### src/rtl/hazard_stall_ctrl_pkg.sv
// Shared constants, FSM state type and stall-bus helpers for the pipeline stall controller.
package hazard_stall_ctrl_pkg;

    localparam int unsigned DEPTH_W = 3;
    localparam int unsigned MASK_W  = 8;

    // Stage indices; a bubble entering stage k means stages 0..k-1 are frozen
    localparam int unsigned STAGE_ID  = 2;
    localparam int unsigned STAGE_EX  = 3;
    localparam int unsigned STAGE_MEM = 4;
    localparam int unsigned STAGE_WB  = 5;

    localparam logic STOP    = 1'b1;
    localparam logic NO_STOP = 1'b0;

    localparam logic [DEPTH_W-1:0] DEPTH_NONE     = DEPTH_W'(0);
    localparam logic [DEPTH_W-1:0] DEPTH_IFETCH   = DEPTH_W'(STAGE_ID);
    localparam logic [DEPTH_W-1:0] DEPTH_LOAD_USE = DEPTH_W'(STAGE_EX);
    localparam logic [DEPTH_W-1:0] DEPTH_MULDIV   = DEPTH_W'(STAGE_MEM);
    localparam logic [DEPTH_W-1:0] DEPTH_DMEM     = DEPTH_W'(STAGE_WB);

    typedef enum logic [1:0] {
        MD_IDLE = 2'd0,
        MD_BUSY = 2'd1,
        MD_DONE = 2'd2
    } md_state_e;

    // Stall request from each cause, grouped for the priority encoder
    typedef struct packed {
        logic dmem_wait;
        logic muldiv;
        logic load_use;
        logic ifetch_wait;
    } stall_cause_t;

    // Prefix of ones: the lowest `depth` stages stopped, the rest free-running
    function automatic logic [MASK_W-1:0] prefix_mask(input logic [DEPTH_W-1:0] depth);
        logic [MASK_W-1:0] mask;
        mask = '0;
        for (int k = 0; k < MASK_W; k++) begin
            mask[k] = (k < int'(depth)) ? STOP : NO_STOP;
        end
        return mask;
    endfunction

endpackage

### src/rtl/hazard_stall_ctrl_muldiv_seq.sv
// Mul/div sequencer: IDLE/BUSY/DONE FSM with busy-cycle down-counter.
module muldiv_seq
    import hazard_stall_ctrl_pkg::*;
#(
    parameter int unsigned MUL_CYCLES = 4,
    parameter int unsigned DIV_CYCLES = 33,
    parameter int unsigned CNT_W      = 6
) (
    input  logic clk,
    input  logic rst,
    input  logic md_start,
    input  logic md_is_div,
    input  logic data_sram_wait,
    output logic md_busy,
    output logic md_done,
    output logic md_stall_req
);

    md_state_e        state;
    md_state_e        state_next;
    logic [CNT_W-1:0] cnt;
    logic [CNT_W-1:0] cnt_next;
    logic             busy_next;
    logic             done_next;

    // State, counter and registered status flags
    always_ff @(posedge clk) begin
        if (rst) begin
            state   <= MD_IDLE;
            cnt     <= '0;
            md_busy <= 1'b0;
            md_done <= 1'b0;
        end else begin
            state   <= state_next;
            cnt     <= cnt_next;
            md_busy <= busy_next;
            md_done <= done_next;
        end
    end

    // Next state; the operation only launches once the MEM stage is not waiting
    always_comb begin
        state_next   = state;
        cnt_next     = cnt;
        md_stall_req = 1'b0;
        busy_next    = 1'b0;
        done_next    = 1'b0;
        case (state)
            MD_IDLE: begin
                md_stall_req = md_start;
                if (md_start && !data_sram_wait) begin
                    state_next = MD_BUSY;
                    cnt_next   = md_is_div ? CNT_W'(DIV_CYCLES - 1) : CNT_W'(MUL_CYCLES - 1);
                end
            end
            MD_BUSY: begin
                md_stall_req = 1'b1;
                if (cnt == '0) begin
                    state_next = MD_DONE;
                end else begin
                    cnt_next = cnt - CNT_W'(1);
                end
            end
            MD_DONE: begin
                // md_start ignored here so the instruction still in EX cannot relaunch
                if (!data_sram_wait) begin
                    state_next = MD_IDLE;
                end
            end
            default: begin
                state_next = MD_IDLE;
                cnt_next   = '0;
            end
        endcase
        busy_next = (state_next == MD_BUSY);
        done_next = (state_next == MD_DONE);
    end

endmodule

### src/rtl/hazard_stall_ctrl.sv
// Pipeline stall controller: load-use detect, cause priority, prefix stall bus.
// Optional HAZ_PERF_EN adds saturating load-use / mul-div stall-cycle counters.
module hazard_stall_ctrl
    import hazard_stall_ctrl_pkg::*;
#(
    parameter int unsigned STALL_W    = 6,
    parameter int unsigned MUL_CYCLES = 4,
    parameter int unsigned DIV_CYCLES = 33,
    parameter int unsigned CNT_W      = 6
) (
    input  logic               clk,
    input  logic               rst,
    input  logic [4:0]         id_rs,
    input  logic [4:0]         id_rt,
    input  logic               id_use_rs,
    input  logic               id_use_rt,
    input  logic               ex_is_load,
    input  logic               ex_rf_we,
    input  logic [4:0]         ex_rf_waddr,
    input  logic               md_start,
    input  logic               md_is_div,
    input  logic               inst_sram_wait,
    input  logic               data_sram_wait,
    output logic [STALL_W-1:0] stall,
    output logic               md_busy,
    output logic               md_done,
    output logic [31:0]        lu_stall_cnt,
    output logic [31:0]        md_stall_cnt
);

    stall_cause_t       cause;
    logic               load_use;
    logic               md_stall_req;
    logic [DEPTH_W-1:0] depth;

    muldiv_seq #(
        .MUL_CYCLES (MUL_CYCLES),
        .DIV_CYCLES (DIV_CYCLES),
        .CNT_W      (CNT_W)
    ) u_muldiv_seq (
        .clk            (clk),
        .rst            (rst),
        .md_start       (md_start),
        .md_is_div      (md_is_div),
        .data_sram_wait (data_sram_wait),
        .md_busy        (md_busy),
        .md_done        (md_done),
        .md_stall_req   (md_stall_req)
    );

    // Load in EX feeding a register read in ID; r0 never creates a dependency
    always_comb begin
        load_use = ex_is_load && ex_rf_we && (ex_rf_waddr != 5'd0) &&
                   ((id_use_rs && (id_rs == ex_rf_waddr)) ||
                    (id_use_rt && (id_rt == ex_rf_waddr)));
    end

    // Deepest requested bubble wins
    always_comb begin
        cause             = '0;
        cause.dmem_wait   = data_sram_wait;
        cause.muldiv      = md_stall_req;
        cause.load_use    = load_use;
        cause.ifetch_wait = inst_sram_wait;
        depth             = DEPTH_NONE;
        if (cause.dmem_wait) begin
            depth = DEPTH_DMEM;
        end else if (cause.muldiv) begin
            depth = DEPTH_MULDIV;
        end else if (cause.load_use) begin
            depth = DEPTH_LOAD_USE;
        end else if (cause.ifetch_wait) begin
            depth = DEPTH_IFETCH;
        end
    end

    assign stall = STALL_W'(prefix_mask(depth));

`ifdef HAZ_PERF_EN
    logic [31:0] lu_cnt;
    logic [31:0] md_cnt;
    logic        lu_cause;

    // Load-use only counts when it alone sets the bubble depth
    assign lu_cause = (depth == DEPTH_LOAD_USE);

    always_ff @(posedge clk) begin
        if (rst) begin
            lu_cnt <= '0;
            md_cnt <= '0;
        end else begin
            if (lu_cause && (lu_cnt != 32'hFFFF_FFFF)) begin
                lu_cnt <= lu_cnt + 32'd1;
            end
            if (md_stall_req && (md_cnt != 32'hFFFF_FFFF)) begin
                md_cnt <= md_cnt + 32'd1;
            end
        end
    end

    assign lu_stall_cnt = lu_cnt;
    assign md_stall_cnt = md_cnt;
`else
    assign lu_stall_cnt = 32'b0;
    assign md_stall_cnt = 32'b0;
`endif

endmodule

### config.mk
export PLATFORM = sky130hd
export DESIGN_NAME = hazard_stall_ctrl
export DESIGN_NICKNAME = d
export VERILOG_FILES = /design/src/rtl/hazard_stall_ctrl_pkg.sv /design/src/rtl/hazard_stall_ctrl_muldiv_seq.sv /design/src/rtl/hazard_stall_ctrl.sv
export SDC_FILE = /design/constraint.sdc
export NUM_CORES = 1
export LEC_CHECK = 0
export BUFFER_PORTS_ARGS = -buffer_cell sky130_fd_sc_hd__buf_2
export CAP_MARGIN = 20
export CELL_PAD_IN_SITES_DETAIL_PLACEMENT = 1
export CELL_PAD_IN_SITES_GLOBAL_PLACEMENT = 2
export CORE_MARGIN = 4
export CORE_UTILIZATION = 19
export CTS_CLUSTER_DIAMETER = 50
export DETAILED_ROUTE_END_ITERATION = 8
export GPL_TIMING_DRIVEN = 0
export PLACE_DENSITY = 0.76
export SLEW_MARGIN = 20
export SYNTH_ARGS = -nofsm -noshare
export SYNTH_HDL_FRONTEND = slang
export SYNTH_HIERARCHICAL = 1
export SYNTH_SLANG_ARGS = --single-unit
### constraint.sdc
create_clock -name clk -period 2 [get_ports clk]
set_clock_uncertainty 0.05 [all_clocks]
set_input_delay 0.3 -clock clk [delete_from_list [all_inputs] [get_ports clk]]
set_output_delay 0.3 -clock clk [all_outputs]
set_load 0.1 [all_outputs]
After elaboration in Yosys (flattened, before gate mapping)
Index checks and enable logic that the tools add are counted.

Bits in registers: 10. Input port bits: 25. Output and inout bits: 72. Logic and storage cells: 51.

Add/sub/neg operators: 1. $lt $le $gt $ge: 6. Eq/ne operators: 8. Muxes and demuxes: 19. Bitwise operators: 1. Reduce and logical (&&, ||, !) cells: 12.

Operators with widths (number): $mux W6 (3); $pmux W6 S3 (1); $eq A5 B5 Y1 (2); $mux W2 (5); $logic_and A1 B1 Y1 (6); $logic_not A6 Y1 (1); $lt A1 B3 Y1 const A (2); $lt A2 B3 Y1 const A (2); $lt A3 B3 Y1 const A (2); $mux W1 (6); $mux W3 (2); $pmux W2 S3 (1); $sub A6 B1 Y6 const B (1); $reduce_bool A5 Y1 (1); $eq A2 B1 Y1 const B (2); $eq A2 B2 Y1 const B (2); $reduce_and A3 Y1 (1); $logic_not A2 Y1 (1); $ne A2 B1 Y1 const B (1); $ne A2 B2 Y1 const B (1); $pmux W1 S2 (1); $logic_not A1 Y1 (1); $logic_or A1 B1 Y1 (1); $not A1 Y1 (1).

Longest topological paths before layout
Word-level depth: 9. Gate-level depth with buffers: 6. Gate-level depth less buffers: 6.

Hierarchy
The synthesis kept the hierarchy.

By module, submodules not included: hazard_stall_ctrl (times used 1, cells each 88, area each 661.9 um2, seq. area each 0.0 um2); muldiv_seq (times used 1, cells each 63, area each 563.0 um2, seq. area each 200.2 um2).

Worst setup path after synthesis
Ideal clock, no wire load.

Path kind: input to output. Start: in ex_rf_waddr[3]. End: out stall[2]. Arrival time: 2.301 ns. Data required time: 1.650 ns. Path slack: -0.651 ns. Stages: 4. Buffers on the path: 0. Path through: xor2_1 nor4_1 a32oi_1 o21bai_1.

Cells in the longest elaborated chain, start to end: 9. Elaborated cells on any way between the ends: 13. Those cells by class: order compare: 1; eq/ne: 2; mux: 4; reduce/logical: 6.

Ends and longest elaborated chain: start, declared (line hazard_stall_ctrl.sv:19) `input logic [4:0] ex_rf_waddr,`; $eq A5 B5 Y1 (on tied branches) (line hazard_stall_ctrl.sv:54, hazard_stall_ctrl.sv:55); $logic_and A1 B1 Y1 (on tied branches) (line hazard_stall_ctrl.sv:54, hazard_stall_ctrl.sv:55); $logic_or A1 B1 Y1 (line hazard_stall_ctrl.sv:54) `((id_use_rs && (id_rs == ex_rf_waddr)) ||`; $logic_and A1 B1 Y1 (*) (line hazard_stall_ctrl.sv:53) `load_use = ex_is_load && ex_rf_we && (ex_rf_waddr != 5'd0) &&`; $mux W2 (*) (line hazard_stall_ctrl.sv:70) `end else if (cause.load_use) begin`; $mux W3 (*) (line hazard_stall_ctrl.sv:68) `end else if (cause.muldiv) begin`; $mux W3 (*) (line hazard_stall_ctrl.sv:66) `if (cause.dmem_wait) begin`; $lt A2 B3 Y1 (*) (line hazard_stall_ctrl_pkg.sv:41) `mask[k] = (k < int'(depth)) ? STOP : NO_STOP;`; $mux W1 (*) (line hazard_stall_ctrl_pkg.sv:41); end, declared (line hazard_stall_ctrl.sv:24) `output logic [STALL_W-1:0] stall,`.

Mark *: on every way between the ends. The rest lies on a longest branch, timed or not.

Final worst setup path
Start: in ex_rf_waddr[3]. End: out stall[0].

Cells in the longest elaborated chain, start to end: 9. Elaborated cells on any way between the ends: 13. Those cells by class: order compare: 1; eq/ne: 2; mux: 4; reduce/logical: 6.

Ends and longest elaborated chain (line): $eq A5 B5 Y1 (on tied branches) (hazard_stall_ctrl.sv:54, hazard_stall_ctrl.sv:55); $logic_and A1 B1 Y1 (on tied branches) (hazard_stall_ctrl.sv:54, hazard_stall_ctrl.sv:55); $logic_or A1 B1 Y1 (hazard_stall_ctrl.sv:54); $logic_and A1 B1 Y1 (*) (hazard_stall_ctrl.sv:53); $mux W2 (*) (hazard_stall_ctrl.sv:70); $mux W3 (*) (hazard_stall_ctrl.sv:68); $mux W3 (*) (hazard_stall_ctrl.sv:66); $lt A1 B3 Y1 (*) (hazard_stall_ctrl_pkg.sv:41); $mux W1 (*) (hazard_stall_ctrl_pkg.sv:41).

Marked as above.

==> out/metrics.csv <==
metric,value,unit
yosys_warnings,6,
crit_chain,"buf_2, xor2_1, nor4_2, a32oi_2, o21ai_2, buf_6",
dieArea,0.007796,mm²
drt-wirelength-per-cell,9.827,µm
yosysTopAreaCell,buf_4,
hold_path_class,input pin to flop,
start_util,20.09,%
avgSynthCellArea,8.112,µm²
power.density,787.1,mW/mm²
crit_path_max_incr_delay,0.35,ns
port_buffers,31,
worstSetupStartpointType,input pin,
finalHoldViolations,0,
outcome,"finished, final reports clean",
critPathKind,input pin to primary output,
clockBufferDepth,2,
timing.critical_path.buf_inv,2,
cts_htree_levels,1,
syn_inst,151,
synth_top_family_by_area,buffers and inverters,
die_x,88.30,µm
n_fill_cell,793,
synth_top_area_share,39.84,%
synthMuxAreaShare,0.8172,%
drt_pass1_iterations,4,
grt_max_degree,11,
cts_buffers,3,
synth.distinct_cells,42,
io_pins,97,
diodes,0,
power,0.001437,W
max_freq,516.5,MHz
synth_edf_count,0,
ys_seq_area_share,16.34,%
wl_met3,360,µm
routed.top_layer,met4,
critPathCaptureType,primary output,
grt_usage,7.679,%
antenna_found_initial,0,
synth_seq_cells,10,
ant_nets,0,
max_slew_margin,59.23,%
p_leak,1.021,nW
synthSimpleGateAreaFrac,16.65,%
crit_family,compound AO/OA/AOI/OAI gates,
clock-sinks,10,
die_y,88.30,µm
avgViaCountPerCell,3.457,
drive_gt1_share,46.99,%
clkLatencyLatePin,0.23,ns
core.rowCount,28,
clk_pin_slew,0.05,ns
synth_area_leaders,"buf_4 (40%), dfxtp_1 (16%), xor2_1 (7.2%), nor2_1 (2.8%), ha_1 (2.0%)",
drc,0,
grt_pass1_vias,1104,
cap_violations,0,
min_period_over_period,96.81,%
ctsHoldBuffers,0,
tns,0,ns
period_minus_slack,1.936,ns
synthFlopType,dfxtp_1,
drv_slew,0,
drtIter0Drc,6,
synth_area,0.001225,mm²
grt_first_pass_wirelength,4.905,mm
worst_pin_slew,0.6031,ns
synth_compound_area_share,12.26,%
overflow,0,
cp_max_fo,3,
area_growth,49.03,%
final_cell_mix,"buf_4 (65), conb_1 (65), buf_2 (28), xor2_1 (10), dfxtp_1 (9)",
synth-xor-area-share,8.580,%
cts-root-buf,clkbuf_8,
final-setup-viol-count,0,
arrival,1.59,ns
final_util,29.95,%
wl,3.184,mm
place_congestion,0.7405,
async_reset_ff_share,0,%
required,1.65,ns
rsz0062_at_grt,no,
wl_met2,1.688,mm
wl_met1,1.120,mm
vias,1120,
synth-adder-area-share,2.043,%
dp_hpwl,2.777,mm
vdd_ir_drop_max,0.3229,mV
cts_tree,yes,
crit_path_top_delay_cell,nor4_2,
num-nets-final,278,
core,0.006096,mm²
-- layer usage --
layer	up-vias	GRT usage, %
li1	573	-
met1	492	7.855
met2	53	15.23
met3	2	1.955
met4	0	2.060
met5	-	0
-- worst reg2reg max path: cells and delay by family (launching register included) --
family	cells	cell delay [ns]
AND/OR/NAND/NOR	3	0.83
flip-flops	1	0.33
AO/OA/AOI/OAI	1	0.21
adder cells (fa/ha/maj)	1	0.15
buffers and inverters	1	0.09
-- cell families after synthesis --
kind of cell             after synthesis
AO/OA/AOI/OAI                         20
XOR/XNOR                              12
adder cells (fa/ha/maj)                2
buffers and inverters                 73
flip-flops                            10
multiplexers                           1
other                                  1
AND/OR/NAND/NOR                       32
-- power breakdown --
group          switching, W  internal (W)
clock network     0.0000747      0.000131
logic              0.000757      0.000226
registers         0.0000234      0.000225
total              0.000855      0.000582
-- cell usage after synthesis (2+ instances only) --
library cell,instances
ha_1,2
nor3_1,2
buf_4,65
or3_1,3
a211o_1,2
xor2_1,10
dfxtp_1,10
nand2_1,4
a21oi_1,3
clkbuf_1,2
o21ai_1,3
inv_1,4
nor2_1,9
nor4_1,3
xnor2_1,2
-- worst paths after layout --
kind	from	endpoint	slack [ns]	depth (start not counted)
worst max-delay path	ex_rf_waddr[3]	stall[0]	0.06	6
worst min register to register	u_muldiv_seq/cnt[1]	u_muldiv_seq/cnt[1]	0.41	2
worst max register to register	u_muldiv_seq/cnt[0]	u_muldiv_seq/state[0]	0.21	6
worst min-delay path	rst	u_muldiv_seq/cnt[4]	0.35	3
-- per-stage QoR --
step                instances  hold slack, ns  worst slack (ns)  cell area [µm²]
finish                    324          0.3505           0.06383             1826
global route              324          0.3709          0.001738             1826
CTS                       324          0.3512          0.007787             1794
detailed placement        321          0.4112           -0.2257             1725
global placement          321          0.4130           -0.1493             1725
floorplan                 215          0.3909           -0.1273             1476
-- final cells by class --
cell class | count | area (µm²) | share of cell area (%)
multi-input combinational | 132 | 773.2 | 42.36
buffer | 69 | 518.0 | 28.38
sequential | 10 | 201.4 | 11.03
timing repair buffer | 31 | 182.7 | 10.01
tap | 75 | 93.84 | 5.141
clock buffer | 3 | 41.29 | 2.262
inverter | 4 | 15.01 | 0.8225
-- timing repair --
action,4_1_cts,5_1_grt
setup buffers,0,0
pin swaps,0,0
gates resized for setup,8,9
setup endpoints to repair,3,4
-- flip-flops by register name, summed over array words and instances, names as in the netlist --
signal	flops
u_muldiv_seq/md_busy	1
u_muldiv_seq/md_done	1
u_muldiv_seq/cnt	6
u_muldiv_seq/state	2
Power figures use the tool's default switching activity.
